==> src/rtl/ham_pkg.sv <==
// ----------------------------------------------------------------------------
// ham_pkg : shared widths and enums for the Hamming BIST controller
// Rev 1.0
// ----------------------------------------------------------------------------
`default_nettype none

package ham_pkg;

  localparam int INFO_W = 12;
  localparam int CODE_W = 17;
  localparam int DIS_W  = 4;
  localparam int CNT_W  = 13;
  localparam int POS_W  = 5;

  typedef enum logic [1:0] {
    NONE   = 2'd0,
    SINGLE = 2'd1,
    DOUBLE = 2'd2,
    RSVD   = 2'd3
  } ham_mode_t;

  typedef enum logic [1:0] {
    IDLE = 2'd0,
    RUN  = 2'd1,
    DONE = 2'd2
  } bist_state_t;

endpackage

`default_nettype wire

==> src/rtl/ham_bist_ctrl_if.sv <==
// ----------------------------------------------------------------------------
// ham_bist_ctrl_if : control, datapath and result signals of the BIST sequencer
// Rev 1.0
// ----------------------------------------------------------------------------
`default_nettype none

interface ham_bist_ctrl_if;
  import ham_pkg::*;

  logic              start;
  logic              abort;
  logic [1:0]        mode;
  logic [INFO_W-1:0] start_word;
  logic [CNT_W-1:0]  num_words;
  logic [DIS_W-1:0]  ham_dis;
  logic [INFO_W-1:0] info_bits;
  logic [CODE_W-1:0] err_mask;
  logic              busy;
  logic              done;
  logic [CNT_W-1:0]  fail_cnt;
  logic [DIS_W-1:0]  max_dis;
  logic [INFO_W-1:0] first_fail;
  logic              first_fail_vld;

  modport master (
    output start, abort, mode, start_word, num_words, ham_dis,
    input  info_bits, err_mask, busy, done, fail_cnt, max_dis,
           first_fail, first_fail_vld
  );

  modport slave (
    input  start, abort, mode, start_word, num_words, ham_dis,
    output info_bits, err_mask, busy, done, fail_cnt, max_dis,
           first_fail, first_fail_vld
  );

endinterface

`default_nettype wire

==> src/rtl/ham_err_mask_gen.sv <==
// ----------------------------------------------------------------------------
// ham_err_mask_gen : error-injection mask for a bit position and error mode
// Rev 1.0
// ----------------------------------------------------------------------------
`default_nettype none

module ham_err_mask_gen
  import ham_pkg::*;
(
  input  logic [POS_W-1:0]  pos,
  input  ham_mode_t         mode,
  output logic [CODE_W-1:0] mask
);

  localparam logic [CODE_W-1:0] C_ONE = CODE_W'(1);

  logic [POS_W-1:0] w_pos_pair;

  // Second bit of a double error wraps from the top bit back to bit 0
  assign w_pos_pair = (pos == POS_W'(CODE_W - 1)) ? '0 : pos + POS_W'(1);

  always_comb begin
    mask = '0;
    case (mode)
      SINGLE:  mask = C_ONE << pos;
      DOUBLE:  mask = (C_ONE << pos) | (C_ONE << w_pos_pair);
      default: mask = '0;
    endcase
  end

endmodule

`default_nettype wire

==> src/rtl/ham_bist_ctrl.sv <==
// ----------------------------------------------------------------------------
// ham_bist_ctrl : sweeps info words with injected errors, tallies ham_dis results
// Rev 1.0
// ----------------------------------------------------------------------------
`default_nettype none

module ham_bist_ctrl
  import ham_pkg::*;
(
  input  logic           clk,
  input  logic           rst,
  ham_bist_ctrl_if.slave bus
);

  bist_state_t       r_state;
  bist_state_t       w_state_nxt;
  ham_mode_t         r_mode;
  ham_mode_t         w_mode_sel;
  logic [CNT_W-1:0]  r_rem;
  logic [CNT_W-1:0]  r_fail_cnt;
  logic [POS_W-1:0]  r_pos;
  logic [POS_W-1:0]  w_pos_nxt;
  logic [POS_W-1:0]  w_pos_sel;
  logic [INFO_W-1:0] r_info_bits;
  logic [INFO_W-1:0] r_first_fail;
  logic [CODE_W-1:0] r_err_mask;
  logic [CODE_W-1:0] w_mask;
  logic [DIS_W-1:0]  r_max_dis;
  logic              r_first_fail_vld;
  logic              w_accept;
  logic              w_sample;
  logic              w_last;

  // The mask generator serves both the first vector (from the start inputs)
  // and every following one (from the latched mode and advanced position).
  ham_err_mask_gen u_mask_gen (
    .pos  (w_pos_sel),
    .mode (w_mode_sel),
    .mask (w_mask)
  );

  always_ff @(posedge clk or posedge rst) begin
    if (rst) begin
      r_state <= IDLE;
    end else begin
      r_state <= w_state_nxt;
    end
  end

  always_comb begin
    w_state_nxt = r_state;
    w_accept    = 1'b0;
    w_sample    = 1'b0;
    w_last      = 1'b0;
    w_pos_nxt   = (r_pos == POS_W'(CODE_W - 1)) ? '0 : r_pos + POS_W'(1);
    w_pos_sel   = w_pos_nxt;
    w_mode_sel  = r_mode;
    case (r_state)
      IDLE: begin
        w_pos_sel  = '0;
        w_mode_sel = ham_mode_t'(bus.mode);
        if (bus.start) begin
          w_accept    = 1'b1;
          w_state_nxt = (bus.num_words != '0) ? RUN : DONE;
        end
      end
      RUN: begin
        w_sample = 1'b1;
        w_last   = (r_rem == CNT_W'(1)) || bus.abort;
        if (w_last) begin
          w_state_nxt = DONE;
        end
      end
      DONE:    w_state_nxt = IDLE;
      default: w_state_nxt = IDLE;
    endcase
  end

  always_ff @(posedge clk or posedge rst) begin
    if (rst) begin
      r_mode           <= NONE;
      r_rem            <= '0;
      r_pos            <= '0;
      r_info_bits      <= '0;
      r_err_mask       <= '0;
      r_fail_cnt       <= '0;
      r_max_dis        <= '0;
      r_first_fail     <= '0;
      r_first_fail_vld <= 1'b0;
    end else begin
      if (w_accept) begin
        r_fail_cnt       <= '0;
        r_max_dis        <= '0;
        r_first_fail     <= '0;
        r_first_fail_vld <= 1'b0;
        if (bus.num_words != '0) begin
          r_info_bits <= bus.start_word;
          r_err_mask  <= w_mask;
          r_rem       <= bus.num_words;
          r_pos       <= '0;
          r_mode      <= w_mode_sel;
        end
      end
      if (w_sample) begin
        if (bus.ham_dis != '0) begin
          r_fail_cnt <= r_fail_cnt + CNT_W'(1);
          if (!r_first_fail_vld) begin
            r_first_fail     <= r_info_bits;
            r_first_fail_vld <= 1'b1;
          end
        end
        if (bus.ham_dis > r_max_dis) begin
          r_max_dis <= bus.ham_dis;
        end
        if (w_last) begin
          r_err_mask <= '0;
        end else begin
          r_info_bits <= r_info_bits + INFO_W'(1);
          r_pos       <= w_pos_nxt;
          r_rem       <= r_rem - CNT_W'(1);
          r_err_mask  <= w_mask;
        end
      end
    end
  end

  assign bus.info_bits      = r_info_bits;
  assign bus.err_mask       = r_err_mask;
  assign bus.busy           = (r_state == RUN);
  assign bus.done           = (r_state == DONE);
  assign bus.fail_cnt       = r_fail_cnt;
  assign bus.max_dis        = r_max_dis;
  assign bus.first_fail     = r_first_fail;
  assign bus.first_fail_vld = r_first_fail_vld;

endmodule

`default_nettype wire

==> src/flat_wrapper.sv <==
// flat-port wrapper written by rule: the top's interface ports become plain ports
module ham_bist_ctrl_flat import ham_pkg::*;
  (clk, rst, bus_start, bus_abort, bus_mode, bus_start_word, bus_num_words, bus_ham_dis, bus_info_bits, bus_err_mask, bus_busy, bus_done, bus_fail_cnt, bus_max_dis, bus_first_fail, bus_first_fail_vld);
  ham_bist_ctrl_if bus_i ();
  input  logic clk;
  input  logic rst;
  input wire logic [$bits(bus_i.start)-1:0] bus_start;
  input wire logic [$bits(bus_i.abort)-1:0] bus_abort;
  input wire logic [$bits(bus_i.mode)-1:0] bus_mode;
  input wire logic [$bits(bus_i.start_word)-1:0] bus_start_word;
  input wire logic [$bits(bus_i.num_words)-1:0] bus_num_words;
  input wire logic [$bits(bus_i.ham_dis)-1:0] bus_ham_dis;
  output wire logic [$bits(bus_i.info_bits)-1:0] bus_info_bits;
  output wire logic [$bits(bus_i.err_mask)-1:0] bus_err_mask;
  output wire logic [$bits(bus_i.busy)-1:0] bus_busy;
  output wire logic [$bits(bus_i.done)-1:0] bus_done;
  output wire logic [$bits(bus_i.fail_cnt)-1:0] bus_fail_cnt;
  output wire logic [$bits(bus_i.max_dis)-1:0] bus_max_dis;
  output wire logic [$bits(bus_i.first_fail)-1:0] bus_first_fail;
  output wire logic [$bits(bus_i.first_fail_vld)-1:0] bus_first_fail_vld;
  assign bus_i.start = bus_start;
  assign bus_i.abort = bus_abort;
  assign bus_i.mode = bus_mode;
  assign bus_i.start_word = bus_start_word;
  assign bus_i.num_words = bus_num_words;
  assign bus_i.ham_dis = bus_ham_dis;
  assign bus_info_bits = bus_i.info_bits;
  assign bus_err_mask = bus_i.err_mask;
  assign bus_busy = bus_i.busy;
  assign bus_done = bus_i.done;
  assign bus_fail_cnt = bus_i.fail_cnt;
  assign bus_max_dis = bus_i.max_dis;
  assign bus_first_fail = bus_i.first_fail;
  assign bus_first_fail_vld = bus_i.first_fail_vld;
  ham_bist_ctrl u_core (.clk(clk), .rst(rst), .bus(bus_i));
endmodule
==> config.mk <==
export PLATFORM = sky130hd
export DESIGN_NAME = ham_bist_ctrl_flat
export DESIGN_NICKNAME = d
export VERILOG_FILES = /design/src/rtl/ham_pkg.sv /design/src/rtl/ham_bist_ctrl_if.sv /design/src/rtl/ham_err_mask_gen.sv /design/src/rtl/ham_bist_ctrl.sv /design/src/flat_wrapper.sv
export SDC_FILE = /design/constraint.sdc
export NUM_CORES = 1
export LEC_CHECK = 0
export CAP_MARGIN = 20
export CORE_UTILIZATION = 55
export CTS_CLUSTER_DIAMETER = 40
export CTS_CLUSTER_SIZE = 12
export DETAILED_ROUTE_END_ITERATION = 7
export DONT_BUFFER_PORTS = 1
export PLACE_DENSITY = 0.69
export SETUP_SLACK_MARGIN = 0.02
export SYNTH_ARGS = -nofsm -noshare
export SYNTH_HDL_FRONTEND = slang
export SYNTH_SLANG_ARGS = --single-unit
==> constraint.sdc <==
create_clock -name clk -period 3.15 [get_ports clk]
set_input_delay 0.315 -clock clk [delete_from_list [all_inputs] [get_ports clk]]
set_output_delay 0.315 -clock clk [all_outputs]
set_load 0.005 [all_outputs]
==> results of run 1 <==
==> registers in the layout, summed over array words and instances (netlist names) <==
| signal | cells |
|---|---|
| u_core.bus.first_fail_vld | 1 |
| u_core.bus.fail_cnt | 13 |
| u_core.r_mode | 2 |
| u_core.bus.info_bits | 12 |
| u_core.bus.err_mask | 17 |
| u_core.bus.max_dis | 4 |
| u_core.r_rem | 13 |
| u_core.r_pos | 5 |
| u_core.r_state | 2 |
| u_core.bus.first_fail | 12 |
==> cell families (layout without fill, tap and decap cells) <==
kind of cell	after synthesis	count (layout)	share of synthesized area
simple gates	227	227	0.238
compound gates	144	144	0.213
flops	81	81	0.432
buf+inv	54	60	0.0493
fa+ha+maj	18	18	0.0480
xor+xnor	4	4	0.0107
mux	4	4	0.00853
==> worst register-to-register path, stage by stage, from the launching register on <==
cell      delay, ns
dfrtp_1        0.48
inv_1          0.10
ha_1           0.24
nor4bb_4       0.17
nor2_2         0.18
nand2_1        0.14
inv_1          0.10
ha_1           0.23
nand2_1        0.09
mux2i_1        0.16
a221oi_2       0.58
inv_2          0.13
o22ai_1        0.20
==> what timing repair did <==
| action | CTS | global route |
|---|---|---|
| resized for setup | 0 | 1 |
| endpoints found under the hold margin | 41 | 0 |
| endpoints found under the setup margin | 0 | 1 |
| hold buffers | 1 | 0 |
==> synth_stat cells, drive strengths merged (4+ instances only) <==
cell,instances
nor2,56
a32oi,9
a221o,8
and3,8
a311oi,7
o21ai,47
o211ai,5
o31ai,9
or2,4
o22ai,9
ha,18
a31oi,6
nor4,8
dfrtp,81
nor3b,4
nand3,23
nand2,78
inv,28
and2,5
mux2i,4
nor3,15
buf,16
clkbuf,10
nand2b,6
a21oi,27
nand4,10
==> final timing paths <==
| kind | startpoint | endpoint | slack [ns] | cells past startpoint |
|---|---|---|---|---|
| max | u_core.r_pos[0]$_DFF_PP0_ | u_core.bus.err_mask[15]$_DFFE_PP0P_ | 0.29 | 12 |
| min | bus_ham_dis[2] | u_core.bus.max_dis[2]$_DFF_PP0_ | 0.07 | 2 |
| max reg2reg | u_core.r_pos[0]$_DFF_PP0_ | u_core.bus.err_mask[15]$_DFFE_PP0P_ | 0.29 | 12 |
| min reg2reg | u_core.r_mode[0]$_DFFE_PP0P_ | u_core.r_mode[0]$_DFFE_PP0P_ | 0.50 | 2 |
| max in group asynchronous | rst | u_core.bus.fail_cnt[3]$_DFF_PP0_ | 1.85 | 3 |
| min in group asynchronous | rst | u_core.bus.first_fail[9]$_DFF_PP0_ | 0.53 | 2 |
==> layer usage <==
layer | up-vias | GRT usage
met5 | - | 0
met4 | 0 | 0.0987
met3 | 12 | 0.0483
met2 | 188 | 0.418
met1 | 1972 | 0.447
li1 | 1933 | -
==> stage by stage <==
stage | instance area [um2] | hold slack (ns) | util | worst slack, ns | std cells
floorplan | 4690 | 0.430 | - | 0.637 | 532
global placement | 4810 | 0.348 | 0.586 | 0.381 | 626
detailed placement | 4810 | 0.366 | 0.586 | 0.310 | 626
CTS | 5050 | 0.0627 | 0.615 | 0.287 | 643
global route | 5060 | 0.0670 | 0.616 | 0.0274 | 643
finish | 5060 | 0.0744 | 0.616 | 0.286 | 643
==> layout make-up <==
type / instances / area [um2]
multi-input combinational: 397 / 2440
fill: 700 / 3160
sequential: 81 / 2030
clock buffer: 9 / 124
tap: 105 / 131
inverter: 28 / 106
clock inverter: 7 / 105
timing repair buffer: 16 / 123
==> report_power, final <==
| part | switching, uW | internal [uW] | total [uW] |
|---|---|---|---|
| clock network | 430 | 461 | 891 |
| registers | 409 | 1380 | 1790 |
| logic | 1410 | 751 | 2160 |
| total | 2250 | 2590 | 4840 |
==> placed cells by master (no fill, tap or decap), types with 3 or more instances in the layout <==
cell type / Yosys / layout
nor3b_1: 4 / 4
inv_2: 3 / 3
o22ai_1: 9 / 9
inv_1: 25 / 24
inv_6: 0 / 3
o21ai_1: 6 / 6
clkbuf_8: 0 / 9
nor4_1: 8 / 8
nand2b_1: 5 / 5
nor2_1: 55 / 55
a21oi_2: 3 / 4
a32oi_1: 9 / 9
nand2_1: 77 / 77
ha_1: 18 / 18
o21ai_0: 40 / 40
dfrtp_1: 81 / 81
a21oi_1: 24 / 23
a31oi_1: 6 / 6
a311oi_1: 7 / 7
buf_4: 3 / 15
and2_1: 3 / 3
nor3_1: 13 / 13
mux2i_1: 4 / 4
and3_1: 8 / 8
o31ai_1: 7 / 7
nand4_1: 10 / 10
o211ai_1: 4 / 4
a221o_1: 8 / 8
nor2b_1: 3 / 3
nand3_1: 22 / 22
o221a_2: 3 / 3
==> flow_summary.ini, run 1 <==
[run_status]
status = complete, no violations

[yosys]
synth_edf_count = 0
synth_fp_nets = 585
synth_cell_types = 67
avgSynthCellArea_um2 = 8.82
synth_top_area_share = 0.432
synth_async_sr_flop_share = 1.00
synth_warnings = 0
synth_flop_cell = dfrtp_1
syn_inst = 532
yosysSeqAreaShare = 0.432
synth_area_leaders = dfrtp_1, nand2_1, ha_1, nor2_1, o21ai_0
synth-seq-cells = 81
synth_area_mm2 = 0.00469
synth_top_area_cell = dfrtp_1

[global_route]
grt-ovfl-total = 0
grt_pass1_wl_mm = 20.0
antenna_found_initial = 0
grt.total_usage = 0.293
grt_max_degree = 44
grt_pass1_vias = 3921

[cells_and_area]
diodes = 0
drive_gt1_frac = 0.117
fin_nets = 586
area_growth_syn_to_layout_pct = 7.87

[drt]
drt-initial-drc-count = 315
drt_wl_total_mm = 12.3
met2_length_mm = 5.30
wl_met1_mm = 5.86
drtPass1Iterations = 5
viasPerCell = 6.38
maxUsedRoutingLayer = met4
antenna_left = 0
wl_per_cell_um = 19.1
met3_length_um = 986
drc = 0
vias = 4105

[setup_path]
critPathMaxStageDelay_ns = 0.58
cp-end-kind = flop
crit_type = reg2reg
worstPathArrival_ns = 3.14
required_ns = 3.43
crit_buf_inv = 3
worstPathCellList = inv_1 > ha_1 > nor4bb_4 > nor2_2 > nand2_1 > inv_1 > ha_1 > nand2_1 > mux2i_1 > a221oi_2 > inv_2 > o22ai_1
startpoint_type = flop
cp_slowest_cell = a221oi_2
cp_max_fo = 5
crit_family = compound AO/OA/AOI/OAI gates

[timing]
setup_viol = 0
rsz0062_at_grt = no
finalHoldViolations = 0
setup_tns_ns = 0
finalCritPeriodShare = 0.909
slew_viol_final = 0
skew_ns = 0.0199
max_freq_mhz = 349
tightest_slew_ns = 0.820
slew_headroom = 0.452
min_period_ns = 2.86

[pwr]
p_per_area_mw_per_mm2 = 957
power.leakage_uw = 0.00219
ir_worst_vdd_uv = 417
finalPower_uw = 4840

[cts]
postCtsSetupRepairBufs = 0
cts_buffers = 9
htreeDepth = 3
path_clk_slew_ns = 0.09
clockBufferDepth = 2
cts_root_buf = clkbuf_8
clkLatencyLatePin_ns = 0.37
cts_sinks = 81
cts_tree = yes

[floorplan]
core_area_mm2 = 0.00822
die_w_um = 94.4
start_util = 0.571
io_pins = 96
die_area_mm2 = 0.00890
num_rows = 33
die_y_um = 94.4

[placement]
place_congestion = 0.897
hpwl_mm = 8.87
portBuffers = 0

[min_path]
hold_class = in2reg

[run]
drv_cap = 0
No activity file was read; power rests on OpenSTA's default activity.
==> run 2, diff against run 1 <==
- clock period: 3.15 -> 3.4 ns (I/O delays scaled with it)
==> run 2 against run 1 <==
Compared with the run above: clock-buffer cell count is the same; cell count shrank 0.47%; critical path depth grew 1; sequential share of layout area grew 0.48 points; maximum frequency is essentially flat; first-iteration DRC count shrank 39%; clock skew shrank 0.0046 ns; largest cell class unchanged.
==> flow_summary.ini, run 2 (synthesis gave the netlist of run 1 again) <==
[min_path]
hold_class = in2reg

[setup_path]
cp-end-kind = flop
crit_type = reg2reg
startpoint_type = flop
worstPathArrival_ns = 3.16
cp_slowest_cell = dfrtp_1
cp_max_fo = 5
worstPathCellList = inv_1 > ha_1 > nor4bb_4 > nor2_2 > nand2_1 > inv_1 > ha_1 > ha_1 > inv_1 > nor3_1 > o211ai_1 > o31ai_1 > a22o_1
required_ns = 3.69
critPathMaxStageDelay_ns = 0.46

[cells_and_area]
fin_nets = 583
diodes = 0
final_common_cell = dfrtp_1
drive_gt1_frac = 0.112
area_growth_syn_to_layout_pct = 6.59
largest_reg_flops = 17
design_area_mm2 = 0.00500
final_cell_mix = dfrtp_1, nand2_1, nor2_1

[cts]
htreeDepth = 3
ctsResizeCount = 0
holdBufCountCts = 1
cts_tree = yes
cts_buffers = 9
clkLatencyLatePin_ns = 0.36
cts_sinks = 81
clockBufferDepth = 2
path_clk_slew_ns = 0.09
cts_root_buf = clkbuf_8
postCtsSetupRepairBufs = 0

[pwr]
p_switching_uw = 2050
power_frac_clock = 0.167
ir_worst_vdd_uv = 424
power.internal_uw = 2310
p_per_area_mw_per_mm2 = 873
swShare = 0.471
power.leakage_uw = 0.00217
combPwrFrac = 0.453
seqPwrFrac = 0.379

[drt]
viasPerCell = 6.33
drt-initial-drc-count = 191
wl_per_cell_um = 18.8
drc = 0
antenna_left = 0
drtPass1Iterations = 5
vias = 4054
drt_wl_total_mm = 12.0

[global_route]
grt-ovfl-total = 0
grt_pass1_vias = 3850
grt_pass1_wl_mm = 19.5
grt.total_usage = 0.285
antenna_found_initial = 0
grt_max_degree = 53

[floorplan]
io_pins = 96
die_w_um = 94.4
core_area_mm2 = 0.00822
start_util = 0.571
die_y_um = 94.4
die_area_mm2 = 0.00890
num_rows = 33

[timing]
finalHoldViolations = 0
tightest_slew_ns = 0.791
min_period_ns = 2.86
rsz0062_at_grt = no
slew_headroom = 0.472
finalCritPeriodShare = 0.842
setup_tns_ns = 0
setup_viol = 0
slew_viol_final = 0
skew_ns = 0.0154
max_freq_mhz = 349

[placement]
place_congestion = 0.893
hpwl_mm = 8.76
portBuffers = 0
postPlaceCellArea_mm2 = 0.00479

[run_status]
status = complete, no violations

[run]
drv_cap = 0
==> run 2: path summary, 6_finish.rpt <==
kind	startpoint	endpoint	slack, ns	depth (start not counted)
worst max-delay path	u_core.r_pos[0]$_DFF_PP0_	u_core.bus.err_mask[16]$_DFFE_PP0P_	0.54	13
worst min-delay path	bus_ham_dis[1]	u_core.bus.max_dis[1]$_DFF_PP0_	0.09	2
worst max register to register	u_core.r_pos[0]$_DFF_PP0_	u_core.bus.err_mask[16]$_DFFE_PP0P_	0.54	13
worst min register to register	u_core.r_mode[1]$_DFFE_PP0P_	u_core.r_mode[1]$_DFFE_PP0P_	0.49	2
max in group asynchronous	rst	u_core.bus.fail_cnt[11]$_DFF_PP0_	1.89	3
min in group asynchronous	rst	u_core.bus.info_bits[8]$_DFF_PP0_	0.46	2
==> run 2: layout make-up <==
class	instances	area, um2
tap	105	131
timing repair buffer	13	100
multi-input combinational	397	2440
sequential	81	2030
clock inverter	7	75.1
inverter	28	106
clock buffer	9	124
fill	741	3220
==> run 2: worst max-delay path: cells and delay by family, from the launching register on <==
kind	cells	cell delay, ns
adders and majority gates	3	0.79
AOI/OAI and AO/OA	3	0.59
and+or+nand+nor	4	0.67
buffers and inverters	3	0.29
DFF	1	0.46
==> run 2: metrics by stage <==
stage                     setup WS (ns)  utilization  total power, uW  hold WS [ns]  std cells
after floorplan                   0.887            -             3080         0.449        532
after global placement            0.616        0.583             3580         0.273        623
after detailed placement          0.580        0.583             3620         0.278        623
after CTS                         0.561        0.609             4360        0.0815        640
after global routing              0.326        0.609             4700        0.0907        640
final                             0.538        0.609             4360        0.0919        640
==> run 2: power by group through the flow <==
stage	registers [uW]	clock network, uW	logic, uW
finish	1650	731	1980
detailed placement	1670	0	1950
global placement	1660	0	1920
global route	1700	784	2220
floorplan	1550	0	1530
CTS	1650	745	1960
==> run 2: per-layer routing <==
layer / global-route usage / vias up / wire, um
met2: 0.426 / 171 / 5280
li1: - / 1921 / -
met5: 0 / - / 0
met4: 0.0769 / 0 / 118
met1: 0.433 / 1952 / 5700
met3: 0.0411 / 10 / 937
